File: src/rtl/ms_fifo_pkg.sv
// Shared definitions for the multi-stream tagged FIFO slice.
// Provides width helpers (tag, pointer, count) and the tagged word layout
// {tag, data} used by both the input demux FIFO and the output-side merger.
package ms_fifo_pkg;

  // Tag width for a given flow count; never narrower than one bit.
  function automatic int unsigned tag_w(input int unsigned flux);
    return (flux <= 2) ? 1 : $clog2(flux);
  endfunction

  // Read/write pointer width for a power-of-2 depth.
  function automatic int unsigned ptr_w(input int unsigned depth);
    return (depth <= 2) ? 1 : $clog2(depth);
  endfunction

  // Occupancy counter width: must represent 0..DEPTH inclusive.
  function automatic int unsigned cnt_w(input int unsigned depth);
    return ptr_w(depth) + 1;
  endfunction

  localparam int unsigned DEF_DATA_W = 8;
  localparam int unsigned DEF_FLUX   = 2;
  localparam int unsigned DEF_TAG_W  = tag_w(DEF_FLUX);

  // Tagged word for the default configuration: tag in the MSBs, data in the LSBs.
  typedef struct packed {
    logic [DEF_TAG_W-1:0]  tag;
    logic [DEF_DATA_W-1:0] data;
  } tagged_word_t;

endpackage

File: src/rtl/ms_fifo_lane.sv
// Single-flow first-word-fall-through circular buffer.
// Ports:
//   clk, rst       clock, asynchronous active-high reset
//   wr_en          write request for this lane (accepted only when not full)
//   wr_data        payload to store
//   rd_en          pop request (ignored when empty)
//   rd_data        registered head of the buffer, 0 while empty
//   empty, full    registered occupancy flags
//   wr_drop_c      combinational: write requested while full
module ms_fifo_lane
  import ms_fifo_pkg::*;
#(
  parameter int unsigned DATA_W = 8,
  parameter int unsigned DEPTH  = 16
) (
  input  logic              clk,
  input  logic              rst,
  input  logic              wr_en,
  input  logic [DATA_W-1:0] wr_data,
  input  logic              rd_en,
  output logic [DATA_W-1:0] rd_data,
  output logic              empty,
  output logic              full,
  output logic              wr_drop_c
);

  localparam int unsigned AW = ptr_w(DEPTH);
  localparam int unsigned CW = cnt_w(DEPTH);

  logic [DATA_W-1:0] mem_q [DEPTH];
  logic [AW-1:0]     wr_ptr_q, wr_ptr_d;
  logic [AW-1:0]     rd_ptr_q, rd_ptr_d;
  logic [CW-1:0]     count_q, count_d;
  logic              empty_q, empty_d;
  logic              full_q, full_d;
  logic [DATA_W-1:0] rd_data_q, rd_data_d;
  logic              wr_acc_c, rd_acc_c;

  // Full is judged on the current state, so a same-cycle pop never rescues a write.
  assign wr_acc_c  = wr_en & ~full_q;
  assign rd_acc_c  = rd_en & ~empty_q;
  assign wr_drop_c = wr_en & full_q;

  // Next pointers, occupancy and the head word visible after this edge.
  always_comb begin
    wr_ptr_d  = wr_ptr_q;
    rd_ptr_d  = rd_ptr_q;
    count_d   = count_q;
    rd_data_d = '0;
    if (wr_acc_c) wr_ptr_d = wr_ptr_q + AW'(1);
    if (rd_acc_c) rd_ptr_d = rd_ptr_q + AW'(1);
    count_d = count_q + CW'(wr_acc_c) - CW'(rd_acc_c);
    empty_d = (count_d == CW'(0));
    full_d  = (count_d == CW'(DEPTH));
    // The new head is the word being written this edge when it lands on the
    // slot the read pointer moves to; otherwise it already sits in memory.
    if (!empty_d) begin
      if (wr_acc_c && (rd_ptr_d == wr_ptr_q)) rd_data_d = wr_data;
      else                                    rd_data_d = mem_q[rd_ptr_d];
    end
  end

  // Control state.
  always_ff @(posedge clk or posedge rst) begin
    if (rst) begin
      wr_ptr_q  <= '0;
      rd_ptr_q  <= '0;
      count_q   <= '0;
      empty_q   <= 1'b1;
      full_q    <= 1'b0;
      rd_data_q <= '0;
    end else begin
      wr_ptr_q  <= wr_ptr_d;
      rd_ptr_q  <= rd_ptr_d;
      count_q   <= count_d;
      empty_q   <= empty_d;
      full_q    <= full_d;
      rd_data_q <= rd_data_d;
    end
  end

  // Storage array; contents are intentionally not reset.
  always_ff @(posedge clk) begin
    if (wr_acc_c) mem_q[wr_ptr_q] <= wr_data;
  end

  assign rd_data = rd_data_q;
  assign empty   = empty_q;
  assign full    = full_q;

endmodule

File: src/rtl/ms_tagged_fifo.sv
// Multi-stream tagged write receiver: demultiplexes a shared {tag, data}
// write port into FLUX independent FWFT buffers.
// Ports:
//   clk, rst   clock, asynchronous active-high reset
//   din        {tag, data} write word
//   write      write strobe
//   full       per-flow full flags
//   dout       per-flow head data, flow f at [f*DATA_W +: DATA_W]
//   empty      per-flow empty flags
//   read       per-flow pop strobes
//   err_drop   one-cycle pulse after a discarded write
module ms_tagged_fifo
  import ms_fifo_pkg::*;
#(
  parameter int unsigned DATA_W = 8,
  parameter int unsigned FLUX   = 2,
  parameter int unsigned DEPTH  = 16,
  parameter int unsigned TAG_W  = tag_w(FLUX)
) (
  input  logic                     clk,
  input  logic                     rst,
  input  logic [DATA_W+TAG_W-1:0]  din,
  input  logic                     write,
  output logic [FLUX-1:0]          full,
  output logic [FLUX*DATA_W-1:0]   dout,
  output logic [FLUX-1:0]          empty,
  input  logic [FLUX-1:0]          read,
  output logic                     err_drop
);

  logic [TAG_W-1:0]  tag_c;
  logic [DATA_W-1:0] data_c;
  logic [FLUX-1:0]   lane_wr_c;
  logic [FLUX-1:0]   lane_drop_c;
  logic              err_drop_q, err_drop_d;

  assign tag_c  = din[DATA_W +: TAG_W];
  assign data_c = din[DATA_W-1:0];

  for (genvar f = 0; f < FLUX; f++) begin : g_lane
    // Tag decode: a tag outside 0..FLUX-1 selects no lane.
    assign lane_wr_c[f] = write && (tag_c == TAG_W'(f));

    ms_fifo_lane #(
      .DATA_W (DATA_W),
      .DEPTH  (DEPTH)
    ) u_lane (
      .clk       (clk),
      .rst       (rst),
      .wr_en     (lane_wr_c[f]),
      .wr_data   (data_c),
      .rd_en     (read[f]),
      .rd_data   (dout[f*DATA_W +: DATA_W]),
      .empty     (empty[f]),
      .full      (full[f]),
      .wr_drop_c (lane_drop_c[f])
    );
  end

  // Drop when the addressed lane is full or the tag hits no lane.
  assign err_drop_d = write & (~(|lane_wr_c) | (|lane_drop_c));

  always_ff @(posedge clk or posedge rst) begin
    if (rst) err_drop_q <= 1'b0;
    else     err_drop_q <= err_drop_d;
  end

  assign err_drop = err_drop_q;

endmodule

File: config.mk
export PLATFORM = sky130hd
export DESIGN_NAME = ms_tagged_fifo
export DESIGN_NICKNAME = d
export VERILOG_FILES = /design/src/rtl/ms_fifo_pkg.sv /design/src/rtl/ms_fifo_lane.sv /design/src/rtl/ms_tagged_fifo.sv
export SDC_FILE = /design/constraint.sdc
export NUM_CORES = 1
export LEC_CHECK = 0
export CAP_MARGIN = 20
export CELL_PAD_IN_SITES_DETAIL_PLACEMENT = 1
export CELL_PAD_IN_SITES_GLOBAL_PLACEMENT = 1
export CORE_MARGIN = 4
export CORE_UTILIZATION = 35
export DETAILED_ROUTE_END_ITERATION = 16
export PLACE_DENSITY = 0.63
export REMOVE_ABC_BUFFERS = 1
export SLEW_MARGIN = 10
export SYNTH_ARGS = -nofsm -noshare
export SYNTH_HDL_FRONTEND = slang
export SYNTH_SLANG_ARGS = --single-unit
export TNS_END_PERCENT = 30
File: constraint.sdc
create_clock -name clk -period 8 [get_ports clk]
set_input_delay 1.6 -clock clk [delete_from_list [all_inputs] [get_ports clk]]
set_output_delay 1.6 -clock clk [all_outputs]
set_load 0.02 [all_outputs]
==> results of run 1 <==
[kinds of logic after synthesis]
kind of cell               Yosys count  share of synthesized area [%]
xor gates and xnor gates            30                           2.62
adders and majority gates           22                           2.08
buffers and inverters               94                           3.34
AOI/OAI and AO/OA                  169                           8.58
muxes                              150                           13.5
and+or+nand+nor                    162                           6.36
DFF                                303                           63.5
[synthesized netlist by cell type (8+ instances only)]
master      n
a211oi_1   18
a21oi_1    53
a221oi_1    9
a22oi_1     8
a311oi_1    8
and2_1     33
and3_1      8
buf_2      14
buf_4      13
clkbuf_1   14
dfrtp_1    45
edfxtp_1  256
ha_1       20
inv_1      40
mux2_2      9
mux2i_1   111
mux4_2     29
nand2_1    46
nor2_1     20
nor3_1     12
o22ai_1    21
o32a_1      8
o32ai_1     8
xnor2_1    17
[sequential cells by signal, summed over array words and instances (netlist names)]
signal,flops
g_lane.u_lane.mem_q,256
g_lane.u_lane.rd_ptr_q,8
g_lane.u_lane.count_q,10
g_lane.u_lane.wr_ptr_q,8
g_lane.u_lane.full,2
g_lane.u_lane.empty,2
err_drop,1
g_lane.u_lane.rd_data,16
[routing by layer]
layer	wire [microns]	part of all wire (%)	vias to the layer above	track usage [%]
met3	1190	3.5	55	2.49
met1	15200	45	4160	20.9
met2	16800	49	138	26.6
met5	0	0	-	0
li1	-	-	3689	-
met4	883	2.6	0	4.55
[cells in the final DEF (no fill, tap or decap), types with 9 or more instances in the layout]
cell type        synthesis  routed
a211oi_1                18      18
a21oi_1                 53      53
a221oi_1                 9       9
and2_1                  33      33
buf_4                   13      17
clkbuf_16                0      35
clkdlybuf4s50_1          0      33
dfrtp_1                 45      44
edfxtp_1               256     256
ha_1                    20      20
inv_1                   40      39
mux2_2                   9       9
mux2i_1                111     111
mux4_2                  29      29
nand2_1                 46      46
nor2_1                  20      20
nor3_1                  12      12
o22ai_1                 21      21
xnor2_1                 17      17
[worst paths after layout]
| kind | start | to | slack [ps] | depth (start not counted) |
|---|---|---|---|---|
| max | read[1] | g_lane[1].u_lane.rd_data[4]$_DFF_PP0_ | 3080 | 11 |
| min | g_lane[0].u_lane.wr_ptr_q[2]$_DFFE_PP0P_ | g_lane[0].u_lane.wr_ptr_q[2]$_DFFE_PP0P_ | 600 | 1 |
| max reg2reg | g_lane[1].u_lane.empty$_DFF_PP1_ | g_lane[1].u_lane.rd_data[4]$_DFF_PP0_ | 4040 | 10 |
| min reg2reg | g_lane[0].u_lane.wr_ptr_q[2]$_DFFE_PP0P_ | g_lane[0].u_lane.wr_ptr_q[2]$_DFFE_PP0P_ | 600 | 1 |
| max in group asynchronous | rst | g_lane[1].u_lane.rd_ptr_q[0]$_DFF_PP0_ | 5890 | 3 |
| min in group asynchronous | rst | err_drop$_DFF_PP0_ | 1590 | 3 |
[per-stage QoR]
step	cell area [sq um]	cells	hold WS, ps	util (%)
floorplan	13700	880	529	-
global placement	14800	1449	582	37.9
detailed placement	14800	1449	591	37.9
CTS	15900	1511	602	40.8
global route	15900	1511	620	40.8
finish	15900	1511	602	40.8
[worst max-delay path, cell delays in order]
cell	delay, ps
clkdlybuf4s50_1	440
nand2b_1	90
buf_4	380
inv_2	300
ha_1	370
inv_1	50
ha_1	210
fa_1	480
or4_1	560
nor2_1	680
a311oi_1	110
[final cells by class]
type                       instances  area (sq um)  share of cell area (%)
tap                              518           648                    4.08
clock buffer                      46           947                    5.96
inverter                          44           173                    1.09
multi-input combinational        533          4630                    29.2
timing repair buffer              51           463                    2.91
clock inverter                    16           165                    1.04
sequential                       303          8870                    55.8
[power breakdown]
| part | internal [W] | total, W | switching (W) |
|---|---|---|---|
| combinational | 0.00121 | 0.00280 | 0.00159 |
| sequential | 0.00193 | 0.00209 | 0.000160 |
| clock | 0.000933 | 0.00156 | 0.000630 |
| total | 0.00407 | 0.00645 | 0.00238 |
==> metrics.md, run 1 <==
| Metric | Value |
|---|---|
| Ys flop type | edfxtp_1 |
| Post-synth EDFFs | ~260 |
| CP startpoint kind | primary input |
| Initial antenna violation count | 0 |
| Filler instances | 3,891 |
| CTS tree | yes |
| Cell taking the most area after synthesis | edfxtp_1 |
| Unique masters post-synth | between 70 and 80 |
| H-tree depth | 2 |
| Maximum VDD drop | 0.000259 V |
| Fin crit period | 4920 ps |
| Final worst path period share | about three fifths |
| Starting Density | 35.8% |
| Core box area | 39,000 sq um |
| Die Wd | roughly 210 microns |
| Post-detail-place hpwl | between 20,000 and 25,000 microns |
| Power density over the cells | roughly 410 nW/um^2 |
| Post-route DRC | 0 |
| Hold/Removal Path Class | register to register |
| Synth top area share | approximately 55% |
| Synthesis-stage register bit count | ~300 |
| Tot GR Track Use | between 15 and 20% |
| CTS sink cnt | 303 |
| Setup violations, final | 0 |
| Worst path required time | roughly 8400 ps |
| Ys async rst share | ~16% |
| Setup TNS | 0 ps |
| Gr ovfl total | 0 |
| Die Span Y | roughly 210 microns |
| # diodes | 0 |
| Area grow syn2layout | 13.8% |
| I/O Buffers | 34 |
| Crit Path Class | primary input to register |
| RSZ-0062 raised after global routing | false |
| Post-CTS resize count | 0 |
| Status | completed |
| DP Worst Slack | 2520 ps |
| Fmax | between 0.2 and 0.25 GHz |
| First-pass GRT wire length | approximately 53,000 microns |
| Worst-path clk slew | 60 ps |
| Rows | between 70 and 80 |
| Max-slew headroom | 37.6% |
| Worst Tran Pin Value | between 900 and 1000 ps |
| Worst Setup Slack, final | just over 3000 ps |
| Top cells by area, synth | edfxtp_1, dfrtp_1, mux2i_1, mux4_2, a21oi_1 |
| Ys Warns | 0 |
| Pleak | around 5.7 nW |
| Final wirelength | around 34,000 microns |
| Initial DRC Count | 360 |
| TritonRoute pass-1 iters | 4 |
| Post-Syn Area | ~14,000 sq um |
| Largest net degree at the start of global routing | 59 |
| Placer Congestion | 0.763 |
| Clock buffer depth | 3 |
| Post-CTS Setup Inserts | 0 |
| Tot Pwr | ~0.0064 W |
| CTS Hold Bufs | 0 |
| Mean Syn Cell Area | between 15 and 20 sq um |
| Layout cells sized above 1 | between 10% and 20% |
| Die area | 43,200 sq um |
| Final Hold Fails | 0 |
| Final Skew | between 15 and 20 ps |
| Routed len/inst | approximately 23 microns |
| Clock Latency Late Sink | between 500 and 600 ps |
| Post-DRT Antenna Nets | 0 |
| Io pins | 35 |
| Number of global-route vias before repair | roughly 8,700 |
| Post-DR vias/cell | between 5 and 6 |
| Critical Path AT | 5280 ps |
| Slew Limit Fails | 0 |
| Max_cap viols | 0 |
| Crit end category | register |
| Seq/Total Area, Yosys | between 60% and 70% |
| TritonCTS buffer count | 35 |
| Nets | 1,004 |
| Clk Tree Root Cell | clkbuf_16 |
| Syn Inst Count | 930 |
| Vias | 8,042 |
| Max FO, Critical Path | 36 |
(Power assumes the default switching activity.)
==> run 2, diff against run 1 <==
- clock period: 8 -> 4.73 ns (I/O delays scaled with it)
==> metrics.md, run 2 (same netlist as run 1, synthesis figures left out) <==
| Metric | Value |
|---|---|
| Status | completed |
| Pleak | roughly 5.8 nW |
| Cell Area, Placed | ~15,000 sq um |
| Post-DRT Antenna Nets | 0 |
| Number of global-route vias before repair | 8,650 |
| Core box area | 39,000 sq um |
| Initial DRC Count | between 400 and 500 |
| Worst-path clk slew | ~60 ps |
| Setup violations, final | 0 |
| Post-CTS resize count | 0 |
| Critical path startpoint | read[0] |
| Worst path required time | ~5100 ps |
| Initial antenna violation count | 0 |
| TritonRoute pass-1 iters | 5 |
| FF-to-FF path depth | 8 |
| Vias | 8,064 |
| Final worst path period share | about three quarters |
| Tot GR Track Use | between 10% and 20% |
| Clock buffer depth | 3 |
| Max-slew headroom | 26.6% |
| TritonCTS buffer count | 36 |
| Final instance area | between 15,000 and 20,000 sq um |
| H-tree depth | 2 |
| Final Skew | roughly 8.5 ps |
| Starting Density | a little over a third |
| Final Hold Fails | 0 |
| Routed len/inst | 22.7 microns |
| Maximum VDD drop | 0.000401 V |
| Placer Congestion | approximately 0.79 |
| Post-CTS Setup Inserts | 0 |
| Largest net degree at the start of global routing | 58 |
| Rows | 72 |
| Hold/Removal Path Class | register to register |
| First-pass GRT wire length | 53,200 microns |
| Slew Limit Fails | 0 |
| Critical Path AT | about 4000 ps |
| Die area | roughly 43,000 sq um |
| Most flops, register | g_lane.u_lane.mem_q |
| Crit end category | register |
| Commonest non-fill, non-tap cell in the layout | edfxtp_1 |
| Hold Startpoint | g_lane[0].u_lane.full$_DFF_PP0_ |
| Gr ovfl total | 0 |
| Power density over the cells | between 600 and 700 nW/um^2 |
| Layout cells sized above 1 | approximately 14% |
| Clock Latency Late Sink | about 520 ps |
| Largest register FFs | 256 |
| Fin crit period | about 3600 ps |
| Final wirelength | between 30,000 and 40,000 microns |
| Worst Tran Pin Value | 1100 ps |
| Clk Tree Root Cell | clkbuf_16 |
| Max FO, Critical Path | 8 |
| Io pins | 35 |
| Commonest cells after routing, fill and taps aside | edfxtp_1, mux2i_1, a21oi_1 |
| I/O Buffers | 34 |
| CTS tree | yes |
| CP startpoint kind | primary input |
| Crit Path Class | primary input to register |
| Inst Count DP | 1,457 |
| Die Wd | roughly 210 microns |
| Area grow syn2layout | 14.5% |
| Max_cap viols | 0 |
| CTS Hold Bufs | 0 |
| Final core utilization | 41.0% |
| Fmax | approximately 0.28 GHz |
| Hold path depth | 2 |
| Post-route DRC | 0 |
| Setup TNS | 0 ps |
| Post-DR vias/cell | roughly 5.3 |
| CTS sink cnt | between 300 and 400 |
| Reg2reg start | g_lane[0].u_lane.rd_ptr_q[1]$_DFF_PP0_ |
| Post-detail-place hpwl | 22,400 microns |
| Die Span Y | a little over 200 microns |
| Reg2Reg Setup Slack | about 1400 ps |
| Final instance count without filler cells | between 1,500 and 2,000 |
| RSZ-0062 raised after global routing | false |
| # diodes | 0 |
| Nets | 1,015 |
run 2: worst max-delay path, stage by stage:
cell and delay, ps:
clkdlybuf4s50_1 480, nand2b_1 140, inv_2 50, ha_1 260, inv_1 40, ha_1 200
fa_1 440, a21o_1 200, a21oi_1 170, xnor2_1 130, or3_1 480, nand2b_1 300
o221ai_1 170
run 2: stage by stage:
stage / setup slack, ps / hold WS [ps] / total power (W)
after detailed placement: 591 / 612 / 0.00841
after floorplan: 679 / 529 / 0.00688
after global placement: 682 / 584 / 0.00833
final: 1110 / 603 / 0.0109
after CTS: 1130 / 627 / 0.0110
after global routing: 943 / 660 / 0.0115
run 2: report_power, final:
part / total [W] / internal, W / switching, W / leakage [nW]
Combinational: 0.00476 / 0.00209 / 0.00267 / 2.35
Clock: 0.00255 / 0.00151 / 0.00104 / 0.539
Sequential: 0.00356 / 0.00327 / 0.000292 / 2.86
Total: 0.0109 / 0.00687 / 0.00400 / 5.76
run 2: worst paths after layout:
| kind | endpoint |
|---|---|
| max | g_lane[0].u_lane.rd_data[6]$_DFF_PP0_ |
| min | err_drop$_DFF_PP0_ |
| max reg2reg | g_lane[0].u_lane.rd_data[5]$_DFF_PP0_ |
| min reg2reg | err_drop$_DFF_PP0_ |
| max in group asynchronous | g_lane[1].u_lane.empty$_DFF_PP1_ |
| min in group asynchronous | g_lane[1].u_lane.count_q[4]$_DFF_PP0_ |
run 2: final cells by class:
cell class / instances / area, sq um
multi-input combinational: 533 / 4630
timing repair buffer: 61 / 578
sequential: 303 / 8870
clock inverter: 15 / 103
fill: 3930 / 23000
inverter: 44 / 173
clock buffer: 51 / 988
tap: 518 / 648
run 2: routing by layer:
layer  up-vias  track usage (%)  wire [microns]
met4         0             3.96             720
met5         -                0               0
li1       3720                -               -
met2       150             27.1           17100
met1      4141             21.1           15400
met3        53             2.87            1380
==> run 3, diff against run 2 <==
- clock period: 4.73 -> 3.6 ns (I/O delays scaled with it)
==> metrics.md, run 3 (same netlist as run 1, synthesis figures left out) <==
| Metric | Value |
|---|---|
| RSZ-0062 raised after global routing | false |
| Largest register FFs | about 260 |
| Area grow syn2layout | 16.3% |
| Crit path max-delay family | adder cells |
| Worst Tran Pin Value | 1030 ps |
| Post-CTS Setup Inserts | 0 |
| Hold/Removal Path Class | register to register |
| Commonest non-fill, non-tap cell in the layout | edfxtp_1 |
| Clock share of power | between 20 and 25% |
| Tot GR Track Use | about 16% |
| Combinational share of power | 43.8% |
| Fin crit period | between 3000 and 4000 ps |
| Worst path required time | 3980 ps |
| CTS sink cnt | 303 |
| Pleak | 5.89 nW |
| Post-detail-place hpwl | 23,600 microns |
| Max_cap viols | 0 |
| Final wirelength | between 30,000 and 40,000 microns |
| Final core utilization | between 40% and 50% |
| Post-route DRC | 0 |
| TritonCTS buffer count | 35 |
| Setup TNS | 0 ps |
| Tot Pwr | roughly 0.015 W |
| Hold path depth | 2 |
| Hold Startpoint | g_lane[0].u_lane.full$_DFF_PP0_ |
| Most flops, register | g_lane.u_lane.mem_q |
| Clk Tree Root Cell | clkbuf_16 |
| TritonRoute pass-1 iters | 4 |
| Worst Path Buf+Inv | 3 |
| Die area | 43,200 sq um |
| Post-CTS resize count | 0 |
| FF-to-FF path depth | 12 |
| Max-slew headroom | between 30% and 40% |
| Number of global-route vias before repair | 8,803 |
| Critical Path AT | 3640 ps |
| Vias | 8,183 |
| Starting Density | 35.8% |
| Reg2reg start | g_lane[0].u_lane.empty$_DFF_PP1_ |
| Io pins | 35 |
| Maximum VDD drop | 0.000365 V |
| Worst-path clk slew | ~60 ps |
| Routed len/inst | 22.9 microns |
| Switching share of power | a little over a third |
| Final instance area | around 16,000 sq um |
| Rows | 72 |
| Clock Latency Late Sink | approximately 530 ps |
| Net switching power | ~0.0054 W |
| Crit-path slowest cell | or3_1 |
| Die Span Y | around 210 microns |
| Crit end category | register |
| Core box area | around 39,000 sq um |
| Crit Path Class | primary input to register |
| Slew Limit Fails | 0 |
| Crit path cell chain | clkdlybuf4s50_1, nand2b_1, inv_2, ha_1, inv_1, ha_1, fa_1, a21o_1, a21oi_1, xnor2_1, or3_1, nand2b_1, o32ai_1 |
| H-tree depth | 2 |
| Commonest cells after routing, fill and taps aside | edfxtp_1, mux2i_1, a21oi_1 |
| Final worst path period share | roughly nine tenths |
| Hold EP | err_drop$_DFF_PP0_ |
| I/O Buffers | 34 |
| Post-DR vias/cell | approximately 5.3 |
| Initial DRC Count | slightly below 400 |
| Fmax | approximately 0.31 GHz |
| # diodes | 0 |
| Seq pwr share | 31.8% |
| Cell internal pwr | 0.00936 W |
| Reg2reg end | g_lane[0].u_lane.rd_data[5]$_DFF_PP0_ |
| Largest net degree at the start of global routing | just under 60 |
| Die Wd | 208 microns |
| Post-DRT Antenna Nets | 0 |
| Initial antenna violation count | 0 |
| CTS tree | yes |
| CTS Hold Bufs | 0 |
| Status | completed |
| CP max stage delay | 470 ps |
| Layout cells sized above 1 | 16.0% |
| Setup violations, final | 0 |
| Gr ovfl total | 0 |
| Max FO, Critical Path | 8 |
| Clock buffer depth | 3 |
| Filler instances | ~4,000 |
| CP startpoint kind | primary input |
| Final Skew | ~23 ps |
| Cell Area, Placed | roughly 15,000 sq um |
| Reg2Reg Setup Slack | between 300 and 400 ps |
| Final Hold Fails | 0 |
| Nets | 1,035 |
| Power density over the cells | 907 nW/um^2 |
| Placer Congestion | between 0.7 and 0.8 |
| First-pass GRT wire length | roughly 55,000 microns |
-- run 3: cell count changes in the layout (fill, tap and decap cells not counted), moves of 2 or more --
cell and delta:
buf_4 +20, bufinv_16 +3, clkinv_2 -3, buf_16 +2
clkbuf_1 -2
-- run 3: tightest hold or removal path, stage by stage, from the launching register on --
cell and delay, ps:
dfrtp_1 360, mux2i_1 80, nor2b_1 100
-- run 3: worst max path at each step --
stage                  from                                     to  slack (ps)  cells past startpoint
CTS                 read[0]  g_lane[0].u_lane.rd_data[4]$_DFF_PP0_         300                     13
finish              read[0]  g_lane[0].u_lane.rd_data[5]$_DFF_PP0_         340                     13
global placement    read[0]  g_lane[0].u_lane.rd_data[6]$_DFF_PP0_        -180                     13
detailed placement  read[0]  g_lane[0].u_lane.rd_data[4]$_DFF_PP0_        -250                     13
global route        read[0]  g_lane[0].u_lane.rd_data[5]$_DFF_PP0_         110                     13
floorplan           read[1]  g_lane[1].u_lane.rd_data[6]$_DFF_PP0_        -220                      9
-- run 3: cell type report --
| type | count | area (sq um) | area share, % |
|---|---|---|---|
| clock buffers | 48 | 956 | 5.89 |
| clock inverters | 16 | 193 | 1.19 |
| inverters | 44 | 173 | 1.06 |
| multi-input cells | 533 | 4630 | 28.5 |
| flip-flops and latches | 303 | 8870 | 54.6 |
| well taps | 518 | 648 | 3.99 |
| repair buffers | 82 | 768 | 4.73 |
-- run 3: routing by layer --
metal / wire length, microns / share of wire [%] / track usage (%) / up-vias
met5: 0 / 0 / 0 / -
met4: 697 / 2.0 / 3.76 / 0
met3: 1230 / 3.5 / 2.61 / 48
met2: 17400 / 49 / 27.0 / 152
met1: 16100 / 45 / 22.2 / 4227
li1: - / - / - / 3756
-- run 3: per-stage QoR --
stage / hold slack (ps) / setup slack, ps / instances
floorplan: 529 / -225 / 880
global placement: 571 / -183 / 1476
detailed placement: 589 / -246 / 1477
CTS: 602 / 302 / 1541
global route: 640 / 107 / 1544
finish: 581 / 337 / 1544
-- run 3: power groups by stage --
stage | combinational, W | clock (W) | sequential [W]
floorplan | 0.00413 | 0 | 0.00491
global placement | 0.00632 | 0 | 0.00475
detailed placement | 0.00651 | 0 | 0.00475
CTS | 0.00653 | 0.00367 | 0.00469
global route | 0.00702 | 0.00384 | 0.00474
finish | 0.00645 | 0.00359 | 0.00469
